--- src/rtl/enc_step_pkg.sv ---
// Shared types and quadrature Gray-sequence helpers for the encoder-to-step generator.
package enc_step_pkg;

    typedef enum logic [1:0] {ST_IDLE, ST_SETUP, ST_HIGH, ST_LOW} step_st_e;

    // Encodings line up with (index(cur) - index(prev)) mod 4 along the CW sequence.
    typedef enum logic [1:0] {Q_NONE, Q_FWD, Q_ILL, Q_REV} quad_e;

    // {A,B} in CW order
    localparam logic [3:0][1:0] GRAY_SEQ = {2'b10, 2'b11, 2'b01, 2'b00};

    function automatic logic [1:0] gray_idx(input logic [1:0] ab);
        logic [1:0] idx;
        idx = 2'd0;
        for (int i = 0; i < 4; i++)
            if (ab == GRAY_SEQ[i]) idx = 2'(i);
        return idx;
    endfunction

    function automatic quad_e quad_step(input logic [1:0] prev, input logic [1:0] cur);
        return quad_e'(gray_idx(cur) - gray_idx(prev));
    endfunction

endpackage

--- src/rtl/enc_step_gen_if.sv ---
// Encoder inputs, enable and step-driver / status outputs of enc_step_gen.
interface enc_step_gen_if #(
    parameter int PEND_W = 8
);
    logic              ENC_A;
    logic              ENC_B;
    logic              EN;
    logic              step;
    logic              dir;
    logic [15:0]       pos;
    logic [PEND_W-1:0] pend;
    logic              ovf;
    logic              err;

    modport master (output ENC_A, ENC_B, EN, input step, dir, pos, pend, ovf, err);
    modport slave  (input ENC_A, ENC_B, EN, output step, dir, pos, pend, ovf, err);
endinterface

--- src/rtl/enc_glitch_filter.sv ---
// 2-flop synchroniser plus a filter that follows its input only after FILT_LEN
// consecutive cycles of disagreement.
module enc_glitch_filter #(
    parameter int FILT_LEN = 4
) (
    input  logic clk,
    input  logic rstn,
    input  logic din,
    output logic dout
);
    localparam int CW = (FILT_LEN > 1) ? $clog2(FILT_LEN) : 1;

    logic [1:0]    sync_q, sync_d;
    logic          filt_q, filt_d;
    logic [CW-1:0] cnt_q, cnt_d;

    always_comb begin
        sync_d = {sync_q[0], din};
        filt_d = filt_q;
        cnt_d  = '0;
        if (sync_q[1] != filt_q) begin
            if (cnt_q == CW'(FILT_LEN - 1)) filt_d = sync_q[1];
            else                            cnt_d  = cnt_q + CW'(1);
        end
    end

    always_ff @(posedge clk) begin
        if (!rstn) begin
            sync_q <= '0;
            filt_q <= 1'b0;
            cnt_q  <= '0;
        end else begin
            sync_q <= sync_d;
            filt_q <= filt_d;
            cnt_q  <= cnt_d;
        end
    end

    assign dout = filt_q;
endmodule

--- src/rtl/enc_step_gen.sv ---
// Quadrature encoder follower: filters A/B, tracks position and a saturating
// pending-step count, and replays pending steps as STEP/DIR pulses.
module enc_step_gen
    import enc_step_pkg::*;
#(
    parameter int FILT_LEN  = 4,
    parameter int STEP_HI   = 50,
    parameter int STEP_LO   = 50,
    parameter int DIR_SETUP = 20,
    parameter int PEND_W    = 8
) (
    input logic           CLK,
    input logic           RSTN,
    enc_step_gen_if.slave bus
);
    localparam int TMAX0 = (STEP_HI > STEP_LO) ? STEP_HI : STEP_LO;
    localparam int TMAX  = (TMAX0 > DIR_SETUP) ? TMAX0 : DIR_SETUP;
    localparam int CNT_W = $clog2(TMAX + 1);
    localparam logic signed [PEND_W+1:0] PMAX = (PEND_W+2)'(2**(PEND_W-1) - 1);
    localparam logic signed [PEND_W+1:0] PONE = (PEND_W+2)'(1);

    logic [1:0] enc_raw, filt;
    assign enc_raw = {bus.ENC_A, bus.ENC_B};

    for (genvar c = 0; c < 2; c++) begin : g_ch
        enc_glitch_filter #(.FILT_LEN(FILT_LEN)) u_filt (
            .clk (CLK),
            .rstn(RSTN),
            .din (enc_raw[c]),
            .dout(filt[c])
        );
    end

    logic [1:0]        ab_prev_q, ab_prev_d;
    logic              ref_vld_q, ref_vld_d;
    logic              inc_q, inc_d, dec_q, dec_d;
    logic              err_q, err_d, ovf_q, ovf_d;
    logic [15:0]       pos_q, pos_d;
    logic [PEND_W-1:0] pend_q, pend_d;
    step_st_e          state_q, state_d;
    logic [CNT_W-1:0]  cnt_q, cnt_d;
    logic              step_q, step_d, dir_q, dir_d;

    logic                     issue, pend_nz, pend_pos;
    logic signed [PEND_W+1:0] pend_x, d_cnt, d_stp, pend_sum;

    // Decode stage: the first filtered change after reset only seeds the reference.
    always_comb begin
        ab_prev_d = filt;
        ref_vld_d = ref_vld_q | (filt != ab_prev_q);
        inc_d     = 1'b0;
        dec_d     = 1'b0;
        err_d     = err_q;
        if (ref_vld_q) begin
            case (quad_step(ab_prev_q, filt))
                Q_FWD:   inc_d = 1'b1;
                Q_REV:   dec_d = 1'b1;
                Q_ILL:   err_d = 1'b1;
                default: ;
            endcase
        end
    end

    always_comb begin
        pend_nz  = (pend_q != '0);
        pend_pos = pend_nz && !pend_q[PEND_W-1];
        state_d  = state_q;
        cnt_d    = cnt_q;
        step_d   = step_q;
        dir_d    = dir_q;
        issue    = 1'b0;
        case (state_q)
            ST_IDLE: begin
                if (bus.EN && pend_nz) begin
                    cnt_d = '0;
                    if (pend_pos != dir_q) begin
                        dir_d   = pend_pos;
                        state_d = ST_SETUP;
                    end else begin
                        state_d = ST_HIGH;
                        step_d  = 1'b1;
                        issue   = 1'b1;
                    end
                end
            end
            ST_SETUP: begin
                if (!bus.EN) begin
                    state_d = ST_IDLE;
                end else if (cnt_q == CNT_W'(DIR_SETUP - 1)) begin
                    // Counts may have cancelled the request during setup; never step against pend.
                    cnt_d = '0;
                    if (pend_nz && pend_pos == dir_q) begin
                        state_d = ST_HIGH;
                        step_d  = 1'b1;
                        issue   = 1'b1;
                    end else begin
                        state_d = ST_IDLE;
                    end
                end else begin
                    cnt_d = cnt_q + CNT_W'(1);
                end
            end
            ST_HIGH: begin
                if (cnt_q == CNT_W'(STEP_HI - 1)) begin
                    state_d = ST_LOW;
                    step_d  = 1'b0;
                    cnt_d   = '0;
                end else begin
                    cnt_d = cnt_q + CNT_W'(1);
                end
            end
            ST_LOW: begin
                if (cnt_q == CNT_W'(STEP_LO - 1)) state_d = ST_IDLE;
                else                              cnt_d   = cnt_q + CNT_W'(1);
            end
            default: state_d = ST_IDLE;
        endcase
    end

    // Count and step consumption net together; only a count can push past the rails.
    always_comb begin
        pos_d = pos_q;
        if (inc_q)      pos_d = pos_q + 16'd1;
        else if (dec_q) pos_d = pos_q - 16'd1;

        pend_x   = {{2{pend_q[PEND_W-1]}}, pend_q};
        d_cnt    = inc_q ? PONE : (dec_q ? -PONE : '0);
        d_stp    = issue ? (pend_pos ? PONE : -PONE) : '0;
        pend_sum = pend_x + d_cnt - d_stp;
        ovf_d    = ovf_q;
        if (pend_sum > PMAX) begin
            pend_d = PMAX[PEND_W-1:0];
            ovf_d  = 1'b1;
        end else if (pend_sum < -PMAX) begin
            pend_d = (-PMAX);
            ovf_d  = 1'b1;
        end else begin
            pend_d = pend_sum[PEND_W-1:0];
        end
    end

    always_ff @(posedge CLK) begin
        if (!RSTN) begin
            ab_prev_q <= '0;
            ref_vld_q <= 1'b0;
            inc_q     <= 1'b0;
            dec_q     <= 1'b0;
            err_q     <= 1'b0;
            ovf_q     <= 1'b0;
            pos_q     <= '0;
            pend_q    <= '0;
            state_q   <= ST_IDLE;
            cnt_q     <= '0;
            step_q    <= 1'b0;
            dir_q     <= 1'b0;
        end else begin
            ab_prev_q <= ab_prev_d;
            ref_vld_q <= ref_vld_d;
            inc_q     <= inc_d;
            dec_q     <= dec_d;
            err_q     <= err_d;
            ovf_q     <= ovf_d;
            pos_q     <= pos_d;
            pend_q    <= pend_d;
            state_q   <= state_d;
            cnt_q     <= cnt_d;
            step_q    <= step_d;
            dir_q     <= dir_d;
        end
    end

    assign bus.step = step_q;
    assign bus.dir  = dir_q;
    assign bus.pos  = pos_q;
    assign bus.pend = pend_q;
    assign bus.ovf  = ovf_q;
    assign bus.err  = err_q;
endmodule

--- src/flat_wrapper.sv ---
// flat-port wrapper written by rule: the top's interface ports become plain ports
module enc_step_gen_flat import enc_step_pkg::*;
#(
    parameter int FILT_LEN  = 4,
    parameter int STEP_HI   = 50,
    parameter int STEP_LO   = 50,
    parameter int DIR_SETUP = 20,
    parameter int PEND_W    = 8
)
  (CLK, RSTN, bus_ENC_A, bus_ENC_B, bus_EN, bus_step, bus_dir, bus_pos, bus_pend, bus_ovf, bus_err);
  enc_step_gen_if #(.PEND_W(PEND_W)) bus_i ();
  input logic CLK;
  input logic RSTN;
  input wire logic [$bits(bus_i.ENC_A)-1:0] bus_ENC_A;
  input wire logic [$bits(bus_i.ENC_B)-1:0] bus_ENC_B;
  input wire logic [$bits(bus_i.EN)-1:0] bus_EN;
  output wire logic [$bits(bus_i.step)-1:0] bus_step;
  output wire logic [$bits(bus_i.dir)-1:0] bus_dir;
  output wire logic [$bits(bus_i.pos)-1:0] bus_pos;
  output wire logic [$bits(bus_i.pend)-1:0] bus_pend;
  output wire logic [$bits(bus_i.ovf)-1:0] bus_ovf;
  output wire logic [$bits(bus_i.err)-1:0] bus_err;
  assign bus_i.ENC_A = bus_ENC_A;
  assign bus_i.ENC_B = bus_ENC_B;
  assign bus_i.EN = bus_EN;
  assign bus_step = bus_i.step;
  assign bus_dir = bus_i.dir;
  assign bus_pos = bus_i.pos;
  assign bus_pend = bus_i.pend;
  assign bus_ovf = bus_i.ovf;
  assign bus_err = bus_i.err;
  enc_step_gen #(.FILT_LEN(FILT_LEN), .STEP_HI(STEP_HI), .STEP_LO(STEP_LO), .DIR_SETUP(DIR_SETUP), .PEND_W(PEND_W)) u_core (.CLK(CLK), .RSTN(RSTN), .bus(bus_i));
endmodule
--- config.mk ---
export PLATFORM = sky130hd
export DESIGN_NAME = enc_step_gen_flat
export DESIGN_NICKNAME = d
export VERILOG_FILES = /design/src/rtl/enc_step_pkg.sv /design/src/rtl/enc_step_gen_if.sv /design/src/rtl/enc_glitch_filter.sv /design/src/rtl/enc_step_gen.sv /design/src/flat_wrapper.sv
export SDC_FILE = /design/constraint.sdc
export NUM_CORES = 1
export LEC_CHECK = 0
export CORE_ASPECT_RATIO = 1.25
export CORE_MARGIN = 10
export CORE_UTILIZATION = 55
export CTS_BUF_LIST = sky130_fd_sc_hd__clkbuf_4 sky130_fd_sc_hd__clkbuf_8 sky130_fd_sc_hd__clkbuf_16
export DETAILED_ROUTE_END_ITERATION = 10
export HOLD_SLACK_MARGIN = 0.05
export PLACE_DENSITY_LB_ADDON = 0.08
export SLEW_MARGIN = 20
export SYNTH_ARGS = -nofsm -noshare
export SYNTH_HDL_FRONTEND = slang
export SYNTH_SLANG_ARGS = --single-unit
--- constraint.sdc ---
create_clock -name CLK -period 6.1 [get_ports CLK]
set_input_delay 1.22 -clock CLK [delete_from_list [all_inputs] [get_ports CLK]]
set_output_delay 1.22 -clock CLK [all_outputs]
set_load 0.01 [all_outputs]
# ---- Word level (Yosys, flattened, before mapping)
# Cells that the tools add are included.
dict set report classes {
  n_lt_le_gt_ge 2
  n_mul 0
  shift 0
  add_sub_neg 8
  n_reduce_logical 20
  div 0
  bitwise_logic 4
  muxes 47
  n_eq_ne 30
}
# op count
set ops {}
lappend ops {{$mux W10} 4}
lappend ops {{$mux W16} 2}
lappend ops {{$mux W6} 5}
lappend ops {{$mux W2} 13}
lappend ops {{$pmux W6 S4} 1}
lappend ops {{$eq A2 B2 Y1 const B} 10}
lappend ops {{$mux W1} 17}
lappend ops {{$add A16 B1 Y16 const B} 1}
lappend ops {{$sub A16 B1 Y16 const B} 1}
lappend ops {{$add A8 B10 Y10} 1}
lappend ops {{$gt A10 B8 Y1 const B} 1}
lappend ops {{$lt A10 B8 Y1 const B} 1}
lappend ops {{$ne A2 B1 Y1 const B} 5}
lappend ops {{$sub A10 B10 Y10} 1}
lappend ops {{$eq A2 B1 Y1 const B} 4}
lappend ops {{$mux W8} 1}
lappend ops {{$pmux W2 S4} 1}
lappend ops {{$reduce_and A2 Y1} 4}
lappend ops {{$reduce_bool A8 Y1} 1}
lappend ops {{$mux W7} 1}
lappend ops {{$reduce_and A7 Y1} 1}
lappend ops {{$add A6 B1 Y6 const B} 1}
lappend ops {{$eq A6 B5 Y1 const B} 1}
lappend ops {{$eq A6 B6 Y1 const B} 1}
lappend ops {{other kinds (20)} 32}
dict set report totals {
  output_inout_bits 28
  latchBits 0
  reg_bits 51
  memories 0
  rom_bits 0
  in_bits 5
  word_cells 130
  ram_bits 0
}

# ---- Depth between registers and ports, before layout
# Gate-level depths: netlist of run 1.
dict set report depth {
  ltp_word 13
  mapped_depth 18
  depth_no_buf 18
}

# ---- By module
# Synthesis of run 1 repeated with hierarchy kept, for this count alone.
dict set report hier_totals {
  cells_unflattened 402
  hier_area_um2 3522.1
}
# mod cells_each seq_area_each_um2 instances area_each_um2
set by_module_without_submodules {}
lappend by_module_without_submodules {enc_step_gen 376 820.8 1 3179.3}
lappend by_module_without_submodules {enc_glitch_filter 13 100.1 2 171.4}

# ---- Worst setup path before layout of run 1
# OpenSTA, ideal clock, no wires.
dict set report synth_path {
  path_type {input port to flip-flop}
  from {input bus_EN}
  to {register u_core.ovf_q (netlist: u_core.bus.ovf)}
  setup_ps 120
  required_ps 5980
  t_arrival_ps 4492
  slack_ps 1489
  stages 14
  path_buffers 0
  cell_sequence {or3b_2 > nand2b_1 > or3_1 > inv_1 > fa_1 > inv_1 > ha_1 > a21oi_2 > a21bo_1 > or4b_1 > o311a_1 > nand4_1 > a31oi_1 > o31a_1}
}
dict set report synth_between {
  elab_chain_cells 7
  word_cells_on_any_way 10
  classes_between {1 x add/sub; 2 x order compare; 5 x mux; 2 x reduce/logical}
}
# item line_no
set synth_rtl {}
lappend synth_rtl {{start: declaration} flat_wrapper.sv:16} ;# input wire logic [$bits(bus_i.EN)-1:0] bus_EN;
lappend synth_rtl {{$logic_and A1 B1 Y1} enc_step_gen.sv:74} ;# if (bus.EN && pend_nz) begin
lappend synth_rtl {{$mux W1} enc_step_gen.sv:74}
lappend synth_rtl {{$pmux W1 S2 (*)} enc_step_gen.sv:72} ;# case (state_q)
lappend synth_rtl {{$mux W10 (*)} enc_step_gen.sv:128} ;# d_stp = issue ? (pend_pos ? PONE : -PONE) : '0;
lappend synth_rtl {{$sub A10 B10 Y10 (*)} enc_step_gen.sv:129} ;# pend_sum = pend_x + d_cnt - d_stp;
lappend synth_rtl {{$gt A10 B8 Y1 or $lt A10 B8 Y1 (tied branches)} {enc_step_gen.sv:131, enc_step_gen.sv:134}}
lappend synth_rtl {{$mux W1 or $reduce_bool A2 Y1 (tied branches)} n/a}
lappend synth_rtl {{end signal: assignment} enc_step_gen.sv:162} ;# ovf_q <= ovf_d;
lappend synth_rtl {{end: declaration} enc_step_gen.sv:37} ;# logic err_q, err_d, ovf_q, ovf_d;
# Mark *: on every way between the ends. The rest lies on a longest branch, timed or not.
# A chain may end at the register's enable or synchronous reset.

# ---- Final worst setup path of run 1
# Ends and elaborated chain as after synthesis.

==> results of run 1 <==
-- through the flow --
stage | std cells | setup slack (ns) | utilization [%]
5_1_grt | 505 | 0.757 | 65.7
6_report | 505 | 1.03 | 65.7
3_5_place_dp | 497 | 0.715 | 64.1
2_1_floorplan | 390 | 1.49 | -
3_3_place_gp | 497 | 0.835 | 64.1
4_1_cts | 505 | 1.04 | 65.7
-- Yosys cell counts, drive strengths merged, types with 3 or more instances --
master	n	area share [%]
o21a	5	1.1
nor2b	5	0.92
and2	8	1.6
inv	35	3.9
or3	4	0.74
dfxtp	51	30
clkbuf	7	0.78
a211oi	8	2.1
nor3	9	1.3
xor2	10	2.6
nand2	33	3.7
nand4	8	1.5
o21ai	22	3.4
fa	9	5.3
nand2b	3	0.78
a21oi	24	3.8
ha	33	12
nor4b	3	0.78
a21o	8	1.8
xnor2	21	5.4
nor2	35	4.0
nand3	6	0.89
a31oi	4	0.74
-- layer usage --
metal  vias up  part of all wire, %
li1       1434                    -
met1      1313                   45
met2        54                   50
met3        14                  3.4
met4         0                  2.0
met5         -                    0
-- final cells by class --
cell class / count / area (sq um)
multi-input cells: 295 / 2190
clock inverters: 3 / 23.8
clock buffers: 5 / 68.8
repair buffers: 33 / 328
well taps: 82 / 103
flip-flops and latches: 51 / 1020
inverters: 36 / 135
fillers: 542 / 2020
-- how the worst max path moves through the flow --
stage                    endpoint  cells after the start  slack [ns]
3_5_place_dp   u_core.bus.pend[0]                     15        0.71
2_1_floorplan      u_core.bus.ovf                     14        1.49
4_1_cts            u_core.bus.ovf                     15        1.04
5_1_grt            u_core.bus.ovf                     15        0.76
6_report           u_core.bus.ovf                     15        1.03
3_3_place_gp       u_core.bus.ovf                     15        0.84
-- sequential cells by signal, summed over array words and instances, names as in the netlist, 2 cells and up --
register,count
u_core.bus.pos,16
u_core.cnt_q,6
u_core.g_ch.u_filt.cnt_q,4
u_core.g_ch.u_filt.dout,2
u_core.bus.pend,8
u_core.state_q,2
u_core.ab_prev_q,2
u_core.g_ch.u_filt.sync_q,4
-- report_power, final --
group          internal, mW  switching [mW]
Sequential            0.386          0.0596
Clock                0.0823           0.119
Combinational         0.442           0.532
-- cells by family (layout without fill, tap and decap cells) --
family          Yosys count  after routing
compound gates           94             94
xor+xnor                 31             31
fa+ha+maj                42             42
buf+inv                  44             77
flops                    51             51
mux                       2              2
simple gates            126            126
-- worst max-delay path: cells and delay by family --
kind | cells | cell delay [ns]
AOI/OAI and AO/OA | 5 | 0.94
adders and majority gates | 2 | 0.72
buffers and inverters | 3 | 0.80
and+or+nand+nor | 5 | 1.60
==> results.yml, run 1 <==
run_status:
  outcome: "completed"
die:
  design.die.area_sq_um: 9700
  core_area_sq_um: 5900
  cell_rows: 31
  die_y_um: 108
  start_util_pct: 57.4
  top_level_ports: 33
  dieWidth_um: 90.1
flow_run:
  cap_viol_max_count: 0
setup_path:
  crit_path_frequent_cell: "sky130_fd_sc_hd__inv_1"
  cp_max_fo: 4
  timing.setup.critical_path_class: "in2reg"
  cp_data_arrival_time_ns: 5.27
  worst_r2r_endpoint: "u_core.bus.ovf"
  reg2reg_from: "u_core.bus.pend[7]"
  ff2ff_setup_slack_ns: 1.79
  critical_path.cell_chain: "clkdlybuf4s50_1 > or3b_2 > nand2b_1 > or3_1 > inv_1 > fa_1 > inv_1 > ha_1 > a21oi_2 > a21bo_1 > or4b_1 > o311a_1 > nand4_1 > a31oi_1 > o31a_1"
  cp_slowest_cell: "sky130_fd_sc_hd__clkdlybuf4s50_1"
  critPathCaptureType: "flip-flop"
  cpPeakStageDelay_ns: 0.49
  worst_ep_required_time_ns: 6.30
  setup.worst_path.start_class: "input pin"
  timing.reg2reg.worst_path_depth: 16
  crit_path_start: "bus_EN"
grt:
  grt_first_pass_wirelength_mm: 12.3
  gr-usage-all-layers_pct: 14.8
  via_count_of_the_first_global_routing_pass: 2747
  antenna_found_initial: 0
  grt_busiest_layer: "met2"
  global_route.usage.met2_pct: 27.0
  overall_overflow_remaining_after_global_route: 0
  met3_usage_pct: 2.93
  groute.layer.met1.usage_pct: 16.6
  grt_max_degree: 30
logic_synthesis:
  synth.net_count: 437
  syn_area_per_cell_sq_um: 8.67
  ys.flop_type: "sky130_fd_sc_hd__dfxtp_1"
  synth-xor-area-share_pct: 8.03
  yosys.area_share.adder_pct: 17.5
  synth_enable_flop_cells: 0
  synth_top_family_by_area: "compound AO/OA/AOI/OAI gates"
  fraction_of_the_mapped_netlist_area_in_simple_logic_gates_pct: 19.1
  number_of_cells_produced_by_synthesis: 390
  synth-compound-area-share_pct: 19.6
  asyncSetResetFlopFracSynth_pct: 0
  post_synth_instance_area_sq_um: 3380
  synth_seq_cells: 51
  post_synthesis_cell_type_count: 61
  muxShareOfSynthArea_pct: 0.592
  sequential_share_of_the_synthesized_area_pct: 30.2
  ys.warnings.count: 0
cells_and_area:
  layout_commonest_cell: "sky130_fd_sc_hd__dfxtp_1"
  n_antenna_cell: 0
  fin_area_sq_um: 3870
  nNetsFinal: 469
  syn_to_final_growth_pct: 14.5
  mostFrequentLayoutCells: "51 x sky130_fd_sc_hd__dfxtp_1, 35 x sky130_fd_sc_hd__inv_1, 34 x sky130_fd_sc_hd__nor2_1"
  layout_cell_share_with_drive_strength_beyond_1_pct: 5.91
clock_tree:
  cts.repair.resized: 0
  post_cts_hold_buffer_count: 0
  clk_path_buf_depth: 2
  number_of_levels_in_the_clock_h_tree: 2
  cts_buffers: 5
  cts_clk_pin_slew_worst_paths_ns: 0.10
  clk-insertion-delay-late_ns: 0.30
  post_cts.repair.setup_buffers: 0
  clk_root_buffer_cell: "sky130_fd_sc_hd__clkbuf_8"
  tritoncts_clock_tree: "yes"
  clock_sinks: 51
place:
  dp_hpwl_mm: 5.39
  placement.io_buffers: 32
  routabilityCongestion: 0.875
  postPlaceCellArea_sq_um: 3780
timing:
  clock-skew-final_ns: 0.00394
  final_max_slew_viol_count: 0
  worst_margin_pin_slew_ns: 0.940
  grt_setup_unrepaired: "false"
  max_slew_margin_pct: 37.3
  finalHoldWorstSlack_ns: 0.437
  max_freq_ghz: 0.197
  finalCriticalPeriod_ns: 5.07
  timing.final.hold_violations: 0
  period_share_pct: 83.1
  fin_tns_setup_ns: 0
  report.final.setup_viol: 0
power:
  ir_worst_vdd_uv: 470
  total_leakage_power_nw: 1.61
  power_mw: 1.62
  cellPowerDensity_nw_per_um2: 419
detailed_routing:
  antenna_violating_nets_post_route: 0
  drt_iter0_drc: 84
  drt-pass1-iter-count: 4
  wire_per_inst_um: 13.8
  drt_drc_violations_left: 0
  vias: 2815
  via_per_inst: 5.57
  total_detailed_routing_wirelength_mm: 6.97
min_path:
  holdCritPathClass: "reg2reg"
  whs_endpoint: "u_core.g_ch[0].u_filt.cnt_q[0]"
  min_delay_path_depth: 1
  worst_hold_startpoint: "u_core.g_ch[0].u_filt.cnt_q[0]"
Note: power is estimated with default switching activity, not from simulation.
==> run 2, diff against run 1 <==
--- a/config.mk
+++ b/config.mk
@@ -7,7 +7,7 @@
 export LEC_CHECK = 0
 export CORE_ASPECT_RATIO = 1.25
 export CORE_MARGIN = 10
-export CORE_UTILIZATION = 55
+export CORE_UTILIZATION = 52
 export CTS_BUF_LIST = sky130_fd_sc_hd__clkbuf_4 sky130_fd_sc_hd__clkbuf_8 sky130_fd_sc_hd__clkbuf_16
 export DETAILED_ROUTE_END_ITERATION = 10
 export HOLD_SLACK_MARGIN = 0.05
==> constraint.sdc (replaced) <==
create_clock -name CLK -period 4.3 [get_ports CLK]
set_input_delay 0.86 -clock CLK [delete_from_list [all_inputs] [get_ports CLK]]
set_output_delay 0.86 -clock CLK [all_outputs]
set_load 0.01 [all_outputs]
==> results.yml, run 2 (same netlist as run 1, synthesis figures left out) <==
timing:
  finalCriticalPeriod_ns: 4.07
  max_freq_ghz: 0.246
  finalHoldWorstSlack_ns: 0.442
  final_max_slew_viol_count: 0
  period_share_pct: 94.6
  max_slew_margin_pct: 63.8
  grt_setup_unrepaired: "false"
  fin_tns_setup_ns: 0
  report.final.setup_viol: 0
  worst_margin_pin_slew_ns: 0.540
  clock-skew-final_ns: 0.0127
  timing.final.hold_violations: 0
grt:
  antenna_found_initial: 0
  via_count_of_the_first_global_routing_pass: 2878
  gr-usage-all-layers_pct: 15.2
  grt_first_pass_wirelength_mm: 12.9
  overall_overflow_remaining_after_global_route: 0
  grt_max_degree: 22
die:
  design.die.area_sq_um: 10100
  start_util_pct: 54.1
  top_level_ports: 33
  cell_rows: 32
  core_area_sq_um: 6250
  dieWidth_um: 92.1
  die_y_um: 110
clock_tree:
  clk-insertion-delay-late_ns: 0.30
  cts_buffers: 5
  clk_root_buffer_cell: "sky130_fd_sc_hd__clkbuf_8"
  tritoncts_clock_tree: "yes"
  clock_sinks: 51
  post_cts_hold_buffer_count: 0
  cts_clk_pin_slew_worst_paths_ns: 0.10
  number_of_levels_in_the_clock_h_tree: 2
  clk_path_buf_depth: 2
detailed_routing:
  vias: 2925
  drt_iter0_drc: 123
  via_per_inst: 5.39
  wire_per_inst_um: 14.0
  antenna_violating_nets_post_route: 0
  drt_drc_violations_left: 0
  drt-pass1-iter-count: 4
  total_detailed_routing_wirelength_mm: 7.62
setup_path:
  critical_path.cell_chain: "dlygate4sd2_1 > or3b_4 > nand2b_4 > or3_4 > fa_1 > inv_1 > fa_2 > nor2b_2 > o2111ai_2 > a32oi_2 > xor2_1 > a31oi_2 > o31a_1"
  cp_slowest_cell: "sky130_fd_sc_hd__fa_1"
  cpPeakStageDelay_ns: 0.58
  critPathCaptureType: "flip-flop"
  cp_data_arrival_time_ns: 4.26
  largest_delay_share_family_worst_path: "simple AND/OR/NAND/NOR gates"
  cp_max_fo: 4
  worst_ep_required_time_ns: 4.49
  timing.setup.critical_path_class: "in2reg"
  worstPathBufferInverterCount: 2
  setup.worst_path.start_class: "input pin"
place:
  placement.io_buffers: 32
  dp_hpwl_mm: 5.79
  routabilityCongestion: 0.913
cells_and_area:
  layout_commonest_cell: "sky130_fd_sc_hd__dfxtp_1"
  mostFrequentLayoutCells: "51 x sky130_fd_sc_hd__dfxtp_1, 34 x sky130_fd_sc_hd__nor2_1, 34 x sky130_fd_sc_hd__buf_4"
  nNetsFinal: 504
  syn_to_final_growth_pct: 25.0
  final-seq-area_sq_um: 1020
  n_fill_cell: 535
  largest_register_ff_count: 16
  multi_input_gate_area_in_the_final_layout_sq_um: 2240
  layout_cell_share_with_drive_strength_beyond_1_pct: 15.1
  n_antenna_cell: 0
  finalCoreUtilization_pct: 67.7
flow_run:
  cap_viol_max_count: 0
power:
  total_leakage_power_nw: 1.81
  power_mw: 2.78
  cellPowerDensity_nw_per_um2: 658
  ir_worst_vdd_uv: 834
run_status:
  outcome: "completed"
min_path:
  holdCritPathClass: "reg2reg"
run 2: final cells by class:
class	count	area share [%]
Clock buffer	5	1.63
Clock inverter	3	1.09
Inverter	36	3.20
Multi-Input combinational cell	295	53.1
Sequential cell	51	24.1
Tap cell	85	2.52
Timing Repair Buffer	68	14.3
run 2: final timing paths:
kind	start	end	slack [ns]	depth (start not counted)
setup / recovery	bus_EN	u_core.bus.pend[0]	0.23	13
hold / removal	u_core.g_ch[0].u_filt.sync_q[0]	u_core.g_ch[0].u_filt.sync_q[1]	0.44	1
setup reg to reg	u_core.cnt_q[2]	u_core.bus.pend[0]	0.30	15
hold reg to reg	u_core.g_ch[0].u_filt.sync_q[0]	u_core.g_ch[0].u_filt.sync_q[1]	0.44	1
run 2: what timing repair did:
action,4_1_cts,5_1_grt
setup buffers,4,0
gates resized for setup,14,0
endpoints found under the setup margin,8,0
run 2: per-stage QoR:
step | worst slack (ns) | instances | instance area (sq um)
finish | 0.230 | 543 | 4230
global route | 0.0481 | 543 | 4230
CTS | 0.255 | 543 | 4230
detailed placement | -0.468 | 531 | 4030
global placement | -0.403 | 531 | 4030
floorplan | 0.0485 | 390 | 3380
run 2: worst reg2reg max path: cells and delay by family, from the launching register on:
kind,cells,cell delay (ns)
adder cells (fa/ha/maj),2,0.92
AO/OA/AOI/OAI,4,0.90
AND/OR/NAND/NOR,6,1.29
flip-flops,1,0.37
buffers and inverters,2,0.17
XOR/XNOR,1,0.23
run 2: layer usage:
metal / global-route usage, % / wire length [um] / part of all wire, % / up-vias
li1: - / - / - / 1504
met1: 16.8 / 3310 / 43 / 1378
met2: 29.1 / 3990 / 52 / 35
met3: 2.98 / 209 / 2.7 / 8
met4: 3.75 / 100 / 1.3 / 0
met5: 0 / 0 / 0 / -
run 2: power breakdown:
group          internal [mW]  switching, mW
Sequential             0.547         0.0834
Clock                  0.175          0.164
Combinational          0.947          0.866
Total                   1.67           1.11
==> run 3, diff against run 2 <==
--- a/config.mk
+++ b/config.mk
@@ -12,6 +12,7 @@
 export DETAILED_ROUTE_END_ITERATION = 10
 export HOLD_SLACK_MARGIN = 0.05
 export PLACE_DENSITY_LB_ADDON = 0.08
+export RECOVER_POWER = 25
 export SLEW_MARGIN = 20
 export SYNTH_ARGS = -nofsm -noshare
 export SYNTH_HDL_FRONTEND = slang
==> results.yml, run 3 (same netlist as run 1, synthesis figures left out) <==
cells_and_area:
  fin_area_sq_um: 4210
  syn_to_final_growth_pct: 24.5
  n_antenna_cell: 0
  multi_input_gate_area_in_the_final_layout_sq_um: 2230
  final-seq-area_sq_um: 1020
  finalCoreUtilization_pct: 67.4
  nNetsFinal: 504
  mostFrequentLayoutCells: "51 x sky130_fd_sc_hd__dfxtp_1, 35 x sky130_fd_sc_hd__nor2_1, 34 x sky130_fd_sc_hd__buf_4"
  n_fill_cell: 538
  largest_register_ff_count: 16
  layout_commonest_cell: "sky130_fd_sc_hd__dfxtp_1"
  layout_cell_share_with_drive_strength_beyond_1_pct: 14.2
  fin_cells: 543
power:
  ir_worst_vdd_uv: 834
  power_mw: 2.76
  clockPowerShare_pct: 12.3
  pwr-share-seq_pct: 22.8
  power_switching_share_pct: 40.2
  switchingPower_mw: 1.11
  total_leakage_power_nw: 1.81
  cellPowerDensity_nw_per_um2: 655
  internal_power_summed_over_all_cells_mw: 1.65
  combinationalPowerShare_pct: 64.9
clock_tree:
  clk_root_buffer_cell: "sky130_fd_sc_hd__clkbuf_8"
  tritoncts_clock_tree: "yes"
  cts_buffers: 5
  clk-insertion-delay-late_ns: 0.30
  post_cts_hold_buffer_count: 0
  clock_sinks: 51
  number_of_levels_in_the_clock_h_tree: 2
  cts_clk_pin_slew_worst_paths_ns: 0.10
  clk_path_buf_depth: 2
place:
  routabilityCongestion: 0.913
  postPlaceCellArea_sq_um: 4030
  placement.io_buffers: 32
  post-place-ws_ns: -0.468
  dp_hpwl_mm: 5.79
  place.detailed.instances: 531
timing:
  finalHoldWorstSlack_ns: 0.442
  fin_tns_setup_ns: 0
  max_slew_margin_pct: 63.7
  finalWorstSetupSlack_ns: 0.229
  period_share_pct: 94.7
  finalCriticalPeriod_ns: 4.07
  timing.final.hold_violations: 0
  final_max_slew_viol_count: 0
  worst_margin_pin_slew_ns: 0.542
  max_freq_ghz: 0.246
  grt_setup_unrepaired: "false"
  clock-skew-final_ns: 0.0129
  report.final.setup_viol: 0
detailed_routing:
  total_detailed_routing_wirelength_mm: 7.61
  met3_wirelength_um: 216
  met2_wirelength_mm: 4.00
  antenna_violating_nets_post_route: 0
  drt_drc_violations_left: 0
  drt_iter0_drc: 121
  top_layer: "met4"
  route.layer.met1.wl_mm: 3.31
  wire_per_inst_um: 14.0
  vias: 2917
  drt-pass1-iter-count: 4
  via_per_inst: 5.37
grt:
  via_count_of_the_first_global_routing_pass: 2878
  overall_overflow_remaining_after_global_route: 0
  gr-usage-all-layers_pct: 15.2
  antenna_found_initial: 0
  grt_first_pass_wirelength_mm: 12.9
  grt_max_degree: 22
die:
  dieWidth_um: 92.1
  cell_rows: 32
  die_y_um: 110
  top_level_ports: 33
  design.die.area_sq_um: 10100
  core_area_sq_um: 6250
  start_util_pct: 54.1
setup_path:
  cp_max_fo: 4
  critPathCaptureType: "flip-flop"
  worst_ep_required_time_ns: 4.49
  cp_data_arrival_time_ns: 4.26
  setup.worst_path.start_class: "input pin"
  timing.setup.critical_path_class: "in2reg"
flow_run:
  cap_viol_max_count: 0
run_status:
  outcome: "completed"
min_path:
  holdCritPathClass: "reg2reg"
-- run 3: changes by cell type in the layout (fill, tap and decap cells not counted), sizes merged --
cell           previous run  this run
clkdlybuf4s50            31        27
dlygate4sd3               0         4
-- run 3: critical path: stages --
cell                            delay, ns
sky130_fd_sc_hd__dlygate4sd2_1       0.21
sky130_fd_sc_hd__or3b_4              0.38
sky130_fd_sc_hd__nand2b_4            0.15
sky130_fd_sc_hd__or3_4               0.39
sky130_fd_sc_hd__fa_1                0.58
sky130_fd_sc_hd__inv_1               0.06
sky130_fd_sc_hd__fa_2                0.34
sky130_fd_sc_hd__nor2b_2             0.15
sky130_fd_sc_hd__o2111ai_2           0.16
sky130_fd_sc_hd__a32oi_2             0.26
sky130_fd_sc_hd__xor2_1              0.23
sky130_fd_sc_hd__a31oi_2             0.16
sky130_fd_sc_hd__o31a_1              0.32
-- run 3: final timing paths --
| kind | start | to | slack, ns | cells after the start |
|---|---|---|---|---|
| hold reg to reg | u_core.g_ch[0].u_filt.sync_q[0] | u_core.g_ch[0].u_filt.sync_q[1] | 0.44 | 1 |
| setup reg to reg | u_core.bus.pend[0] | u_core.bus.pend[0] | 0.29 | 16 |
| hold / removal | u_core.g_ch[0].u_filt.sync_q[0] | u_core.g_ch[0].u_filt.sync_q[1] | 0.44 | 1 |
| setup / recovery | bus_EN | u_core.bus.pend[0] | 0.23 | 13 |
-- run 3: what timing repair did --
item / 4_1_cts / 5_1_grt
endpoints found under the setup margin: 8 / 0
gates resized for setup: 14 / 0
setup buffers: 4 / 0
-- run 3: metal layers --
metal	global-route usage, %	up-vias
met2	29.1	34
li1	-	1506
met4	3.75	0
met3	2.98	6
met1	16.8	1371
met5	0	-
-- run 3: final cells by class --
class                           instances  share of cell area, %
Clock inverter                          3                   1.10
Sequential cell                        51                   24.2
Clock buffer                            5                   1.63
Multi-Input combinational cell        295                   52.9
Inverter                               36                   3.21
Tap cell                               85                   2.53
Timing Repair Buffer                   68                   14.4
-- run 3: power by group through the flow --
stage | sequential (mW) | clock (mW) | combinational [mW]
global placement | 0.641 | 0 | 1.63
CTS | 0.630 | 0.350 | 1.80
detailed placement | 0.640 | 0 | 1.65
global route | 0.638 | 0.366 | 1.97
floorplan | 0.636 | 0 | 1.03
finish | 0.628 | 0.339 | 1.79
